## src/rtl/pipeline_stage_reg.sv

```systemverilog
// Parametrised valid/ready pipeline stage with a one-entry skid buffer, flush and bubble gating.
// Optional performance counters are enabled by defining PIPE_STAGE_PERF_EN.
module pipeline_stage_reg #(
    parameter int unsigned CTRL_W = 4,
    parameter int unsigned DATA_W = 69
) (
    input  logic              clk,
    input  logic              rst,
    input  logic              flush,
    input  logic              in_valid,
    output logic              in_ready,
    input  logic [CTRL_W-1:0] in_ctrl,
    input  logic [DATA_W-1:0] in_data,
    output logic              out_valid,
    input  logic              out_ready,
    output logic [CTRL_W-1:0] out_ctrl,
    output logic [DATA_W-1:0] out_data
`ifdef PIPE_STAGE_PERF_EN
    ,
    output logic [31:0]       stall_cnt,
    output logic [31:0]       beat_cnt
`endif
);

    logic              main_valid_q;
    logic [CTRL_W-1:0] main_ctrl_q;
    logic [DATA_W-1:0] main_data_q;
    logic              skid_valid_q;
    logic [CTRL_W-1:0] skid_ctrl_q;
    logic [DATA_W-1:0] skid_data_q;
    logic              in_fire;
    logic              out_fire;

    // No path from out_ready: the skid entry absorbs the beat accepted under backpressure.
    assign in_ready  = ~skid_valid_q & ~flush & ~rst;
    assign in_fire   = in_valid & in_ready;
    assign out_fire  = main_valid_q & out_ready;

    assign out_valid = main_valid_q;
    assign out_ctrl  = main_ctrl_q & {CTRL_W{main_valid_q}};
    assign out_data  = main_data_q & {DATA_W{main_valid_q}};

    always_ff @(posedge clk) begin
        if (rst || flush) begin
            main_valid_q <= 1'b0;
            main_ctrl_q  <= '0;
            main_data_q  <= '0;
            skid_valid_q <= 1'b0;
            skid_ctrl_q  <= '0;
            skid_data_q  <= '0;
        end else if (!main_valid_q) begin
            if (in_fire) begin
                main_valid_q <= 1'b1;
                main_ctrl_q  <= in_ctrl;
                main_data_q  <= in_data;
            end
        end else if (!skid_valid_q) begin
            if (in_fire && out_fire) begin
                main_ctrl_q <= in_ctrl;
                main_data_q <= in_data;
            end else if (in_fire) begin
                skid_valid_q <= 1'b1;
                skid_ctrl_q  <= in_ctrl;
                skid_data_q  <= in_data;
            end else if (out_fire) begin
                main_valid_q <= 1'b0;
            end
        end else if (out_fire) begin
            main_ctrl_q  <= skid_ctrl_q;
            main_data_q  <= skid_data_q;
            skid_valid_q <= 1'b0;
        end
    end

`ifdef PIPE_STAGE_PERF_EN
    // Counters survive flush so bubble insertion does not hide stall history.
    always_ff @(posedge clk) begin
        if (rst) begin
            stall_cnt <= '0;
            beat_cnt  <= '0;
        end else begin
            if (main_valid_q && !out_ready && stall_cnt != 32'hFFFF_FFFF) begin
                stall_cnt <= stall_cnt + 32'd1;
            end
            if (out_fire && beat_cnt != 32'hFFFF_FFFF) begin
                beat_cnt <= beat_cnt + 32'd1;
            end
        end
    end
`else
    // Performance counters not built.
`endif

endmodule

```

## config.mk

```make
export PLATFORM = sky130hd
export DESIGN_NAME = pipeline_stage_reg
export DESIGN_NICKNAME = d
export VERILOG_FILES = /design/src/rtl/pipeline_stage_reg.sv
export SDC_FILE = /design/constraint.sdc
export NUM_CORES = 1
export LEC_CHECK = 0
export ABC_AREA = 1
export BUFFER_PORTS_ARGS = -buffer_cell sky130_fd_sc_hd__buf_2
export CAP_MARGIN = 20
export CORE_MARGIN = 2
export CORE_UTILIZATION = 58
export CTS_BUF_LIST = sky130_fd_sc_hd__clkbuf_8
export CTS_CLUSTER_SIZE = 25
export DETAILED_ROUTE_END_ITERATION = 10
export PLACE_DENSITY = 0.92
export SYNTH_ARGS = -nofsm -noshare
export SYNTH_HDL_FRONTEND = slang
export SYNTH_SLANG_ARGS = --single-unit
export TNS_END_PERCENT = 5
```

## constraint.sdc

```tcl
create_clock -name clk -period 1.4 [get_ports clk]
set_input_delay 0.21 -clock clk [delete_from_list [all_inputs] [get_ports clk]]
set_output_delay 0.21 -clock clk [all_outputs]
set_load 0.005 [all_outputs]
```

# Yosys cells after proc, flatten, opt, wreduce, memory -nomap -nowiden
# Index checks and enable logic that the tools add are counted.
[totals]
word_cells = 41
reg_bits = 148
[op_classes]
n_eq_ne = 2
n_mux = 18
bitwise_logic = 10
n_reduce_logical = 5
[ops]
columns = ["op", "n"]
rows = [
  ["69-bit two-way mux", 5],
  ["69-bit bitwise AND", 1],
  ["4-bit two-way mux", 5],
  ["1-bit two-way mux", 8],
  ["1-bit bitwise AND", 4],
  ["4-bit bitwise AND", 1],
  ["1-bit inverter", 4],
  ["4-bit AND reduction", 1],
  ["3-bit by 1-bit inequality test with 1-bit output, second input constant", 1],
  ["3-bit by 2-bit inequality test with 1-bit output, second input constant", 1],
  ["3-bit AND reduction", 1],
  ["2-bit nonzero test", 1],
  ["1-bit logical AND", 1],
  ["1-bit logical OR", 1],
]

# Logic depth before layout (Yosys ltp)
[depth]
word_depth = 8
depth_mapped = 9
ltp_nobuf = 7

# Worst setup path after synthesis
# OpenSTA, ideal clock, no wires.
[synth_timing]
path_type = "reg2out"
from = "reg main_valid_q, in the netlist out_valid"
to = "out out_data[40]"
slack_ns = 0.070
arrival_ns = 1.120
path_stages_with_launch = 5
required_time_ns = 1.190
cell_sequence = "dfxtp_1 > clkbuf_1 > clkbuf_1 > nand2_1 > inv_1"
[synth_between]
elab_chain_len = 1
[synth_lines]
columns = ["element", "line", "source"]
rows = [
  ["start, declared", "25", "logic main_valid_q;"],
  ["start signal, assigned", "45", "main_valid_q <= 1'b0;"],
  ["start signal, assigned", "53", "main_valid_q <= 1'b1;"],
  ["start signal, assigned", "66", "main_valid_q <= 1'b0;"],
  ["69-bit bitwise AND", "41", "assign out_data = main_data_q & {DATA_W{main_valid_q}};"],
  ["end, declared", "17", "output logic [DATA_W-1:0] out_data"],
]
# No other way between the ends.

# Final worst setup path
[layout_timing]
from = "reg main_valid_q, in the netlist out_valid"
to = "reg skid_data_q[19]"
[layout_between]
elab_chain_len = 4
[layout_lines]
columns = ["element", "line", "source"]
rows = [
  ["1-bit bitwise AND", "37", "assign out_fire = main_valid_q & out_ready;"],
  ["1-bit logical AND", "58", "if (in_fire && out_fire) begin"],
  ["1-bit inverter (no line)", "n/a", ""],
  ["4-bit AND reduction (no line) (*)", "n/a", ""],
  ["end signal, assigned", "64", "skid_data_q <= in_data;"],
  ["end, declared", "30", "logic [DATA_W-1:0] skid_data_q;"],
]
# Mark *: on every way between the ends. The rest lies on a longest branch, timed or not.
# A chain may end at the register's enable or synchronous reset.

==> metrics.txt <==
maximum single-stage delay on the critical path 450 ps; worst min path class input pin to flip-flop; cell at the root of the clock tree sky130_fd_sc_hd__clkbuf_8; Initial DRT Pass Iterations 8; post-detailed-route count of antenna-violating nets 0; required time of the worst setup path 1770 ps; fin worst setup slack -312.2 ps; Synth Cell Area 7854 sq um; Total Nets Final 1,625; maximum number of pins on one net before global-route repair 77; post-detail-place hpwl 11,560 microns; wire length per cell after detailed routing 15.41 microns; Hold Vio Cnt, Final 0; top achievable clock speed 584.0 MHz; unrepaired setup endpoints after global routing true; proportion of layout cells with a drive suffix above 1 21.18%; highest fanout seen on the critical path 9; number of slew-limit violations in the final report 0; CP most frequent cell sky130_fd_sc_hd__buf_6; dominant register cell in the synthesized netlist sky130_fd_sc_hd__dfxtp_1; Worst-Skew Late Latency 470 ps; type of the setup path with the least slack flip-flop to flip-flop; Max IR drop VDD 0.0006514 V; die outline height 120.4 microns; Ports 153; Die Width 120.4 microns; end point of the worst hold path skid_data_q[62]$_SDFFE_PP0P_; Total GRT Usage 29.98%; cell chain of the critical path buf_6 > inv_4 > nor2_4 > nand4_1 > buf_6 > buf_4 > buf_6 > nor2_1 > nor2_1; violations in the final reports negative setup slack; synth warn 0; arrival time reported for the critical path endpoint 2080 ps; via count 9,368; dominant cell by count in the synthesized netlist sky130_fd_sc_hd__nand2_1; slew at the pin closest to its max-slew limit 353.1 ps; remaining global-route overflow 0; Final Routed Wirelength 26,750 microns; global-route wire length before repair 35,210 microns; row cnt 42; DRC viols 0; DR vias/cell 5.396; vias in the first global route 7,762; Final Critical Period 1712 ps; Post-Route Skew 14.43 ps; Final Setup Violations 185; Final Core Density 81.03%; mean instance size in the synthesized netlist 5.800 sq um; area share of the largest cell type after synthesis 37.73%; CP Launch Type flip-flop; Total Die Area 14,490 sq um; worst flop-to-flop path startpoint out_valid$_SDFF_PP0_; antenna violations before repair 1; starting density of the core 59.31%; largest cells by area after synthesis sky130_fd_sc_hd__dfxtp_1 38%, sky130_fd_sc_hd__nand2_1 21%, sky130_fd_sc_hd__inv_1 11%; Lkg Pwr 6.190 nW; result of the run finished, violations left; Netlist cell types 14; Worst Hold Launch in_data[62]; number of nets produced by synthesis 1,432; proportion of synthesized flip-flops having asynchronous set or reset 0%; Max H-tree Level 4; clock net sink count 148; cell count of the worst reg-to-reg path 9; leading cell types by count after synthesis 442 x sky130_fd_sc_hd__nand2_1, 220 x sky130_fd_sc_hd__inv_1, 220 x sky130_fd_sc_hd__nor2_1; EDFF count, synth 0; core region area 13,240 sq um; share of the clock period used by the worst path after layout 122.3%; number of cells traversed by the worst hold path 3; worst-path cell with the longest stage delay sky130_fd_sc_hd__dfxtp_4; placer's final routability congestion estimate 0.7910; post-CTS clock slew at the launch and capture registers of the worst setup and hold paths 90 ps; synthesized instance count 1,354; total CTS buffers 17; Area Overhead vs Synth 36.63%; violation count after the first detailed-routing iteration 1,284; maxcap violations 0; crit end category flip-flop; largest area contributor in the synthesized netlist sky130_fd_sc_hd__dfxtp_1; CTS tree built; PortBufs 152; count of placed standard cells in the final layout, fillers left out 1,736; sequential fraction of the synthesis area 37.73%; worst reg2reg endpoint skid_data_q[19]$_SDFFE_PP0P_; normalized max-slew margin 76.46%; FF-to-FF setup slack -310 ps; post-synthesis sequential element count 148; placed cell count 1,616; PD cells 787.8 nW/um^2; maximum number of buffers from clock root to sink 2
-- critical path, delay by kind of cell, from the launching register on --
kind | cells | cell delay [ps]
buf+inv | 5 | 660
simple gates | 4 | 500
flops | 1 | 450
-- sequential cells by signal, summed over array words and instances (netlist names) --
name,cells
main_data_q,69
skid_ctrl_q,4
skid_valid_q,1
main_ctrl_q,4
out_valid,1
skid_data_q,69
-- report_power, final --
group	leakage (nW)	switching, mW	internal (mW)	total, mW
Sequential	1.20	0.0360	4.25	4.29
Clock	0.205	1.60	1.64	3.24
Combinational	4.79	0.504	0.414	0.918
Total	6.19	2.14	6.31	8.45
-- cells by family (layout without fill, tap and decap cells) --
| family | count (synthesis) | count (layout) | share of synthesized area [%] |
|---|---|---|---|
| AND/OR/NAND/NOR | 812 | 812 | 41.25 |
| buffers and inverters | 319 | 523 | 16.23 |
| flip-flops | 148 | 148 | 37.73 |
| AO/OA/AOI/OAI | 75 | 75 | 4.795 |
| other | 0 | 2 | 0 |
-- cells in the final DEF (no fill, tap or decap) --
cell and count:
sky130_fd_sc_hd__bufbuf_16 1, sky130_fd_sc_hd__inv_1 204, sky130_fd_sc_hd__nand2_2 30, sky130_fd_sc_hd__buf_16 6
sky130_fd_sc_hd__nor2_4 2, sky130_fd_sc_hd__buf_8 2, sky130_fd_sc_hd__buf_6 23, sky130_fd_sc_hd__nand2_4 14
sky130_fd_sc_hd__dfxtp_4 2, sky130_fd_sc_hd__inv_4 2, sky130_fd_sc_hd__buf_4 17, sky130_fd_sc_hd__inv_2 21
sky130_fd_sc_hd__clkinvlp_4 1, sky130_fd_sc_hd__dfxtp_1 146, sky130_fd_sc_hd__bufinv_16 1, sky130_fd_sc_hd__buf_2 139
sky130_fd_sc_hd__a21oi_1 73, sky130_fd_sc_hd__a21oi_2 1, sky130_fd_sc_hd__dlygate4sd3_1 53, sky130_fd_sc_hd__clkinv_2 1
sky130_fd_sc_hd__nand2_1 398, sky130_fd_sc_hd__nor2_2 15, sky130_fd_sc_hd__nand3_1 147, sky130_fd_sc_hd__nand4_1 1
sky130_fd_sc_hd__diode_2 2, sky130_fd_sc_hd__a31oi_1 1, sky130_fd_sc_hd__nor2_1 205, sky130_fd_sc_hd__clkbuf_16 10
sky130_fd_sc_hd__buf_12 19, sky130_fd_sc_hd__clkbuf_8 23
-- metal layers --
| metal | GRT usage (%) | vias up | wire [microns] |
|---|---|---|---|
| met1 | 34.77 | 4126 | 9436 |
| met4 | 17.51 | 0 | 1865 |
| met2 | 51.84 | 651 | 13140 |
| met5 | 0 | - | 0 |
| li1 | - | 4403 | - |
| met3 | 5.142 | 188 | 2307 |
-- metrics by stage --
step	setup TNS, ps	setup WS (ps)	hold WS (ps)	power [mW]	instance area [sq um]
2_1_floorplan	0	70.39	344.9	4.793	7854
3_3_place_gp	-2.025	-2.025	448.2	5.030	8795
3_5_place_dp	-612.0	-37.64	456.0	5.044	8795
4_1_cts	-21100	-217.2	0.1928	8.293	9951
5_1_grt	-40490	-347.0	11.67	8.688	10730
6_report	-29500	-312.2	0.7455	8.453	10730
-- worst max path at each step --
stage / start / to / slack [ps] / depth (start not counted)
2_1_floorplan: out_valid$_SDFF_PP0_ / out_data[40] / 70 / 4
3_3_place_gp: flush / in_ready / -2 / 7
3_5_place_dp: skid_valid_q$_SDFFE_PP0P_ / skid_data_q[29]$_SDFFE_PP0P_ / -40 / 6
4_1_cts: out_valid$_SDFF_PP0_ / out_data[33] / -220 / 5
5_1_grt: out_valid$_SDFF_PP0_ / skid_data_q[8]$_SDFFE_PP0P_ / -350 / 9
6_report: out_valid$_SDFF_PP0_ / skid_data_q[19]$_SDFFE_PP0P_ / -310 / 9
-- cell type report --
cell class | instances | area (sq um)
multi-input cells | 887 | 3847
flip-flops and latches | 148 | 2970
fillers | 806 | 2512
repair buffers | 270 | 2471
inverters | 223 | 842.1
clock buffers | 23 | 316.6
well taps | 176 | 220.2
clock inverters | 7 | 57.56
diodes | 2 | 5.005
-- what timing repair did --
action / in CTS / in global routing
gates cloned: 4 / 14
pin swaps: 3 / 16
buffers inserted: 6 / 11
hold buffers: 53 / 0
endpoints found under the hold margin: 53 / 0
gates resized for setup: 27 / 117
endpoints found under the setup margin: 108 / 222
Note: power is estimated with default switching activity, not from simulation.
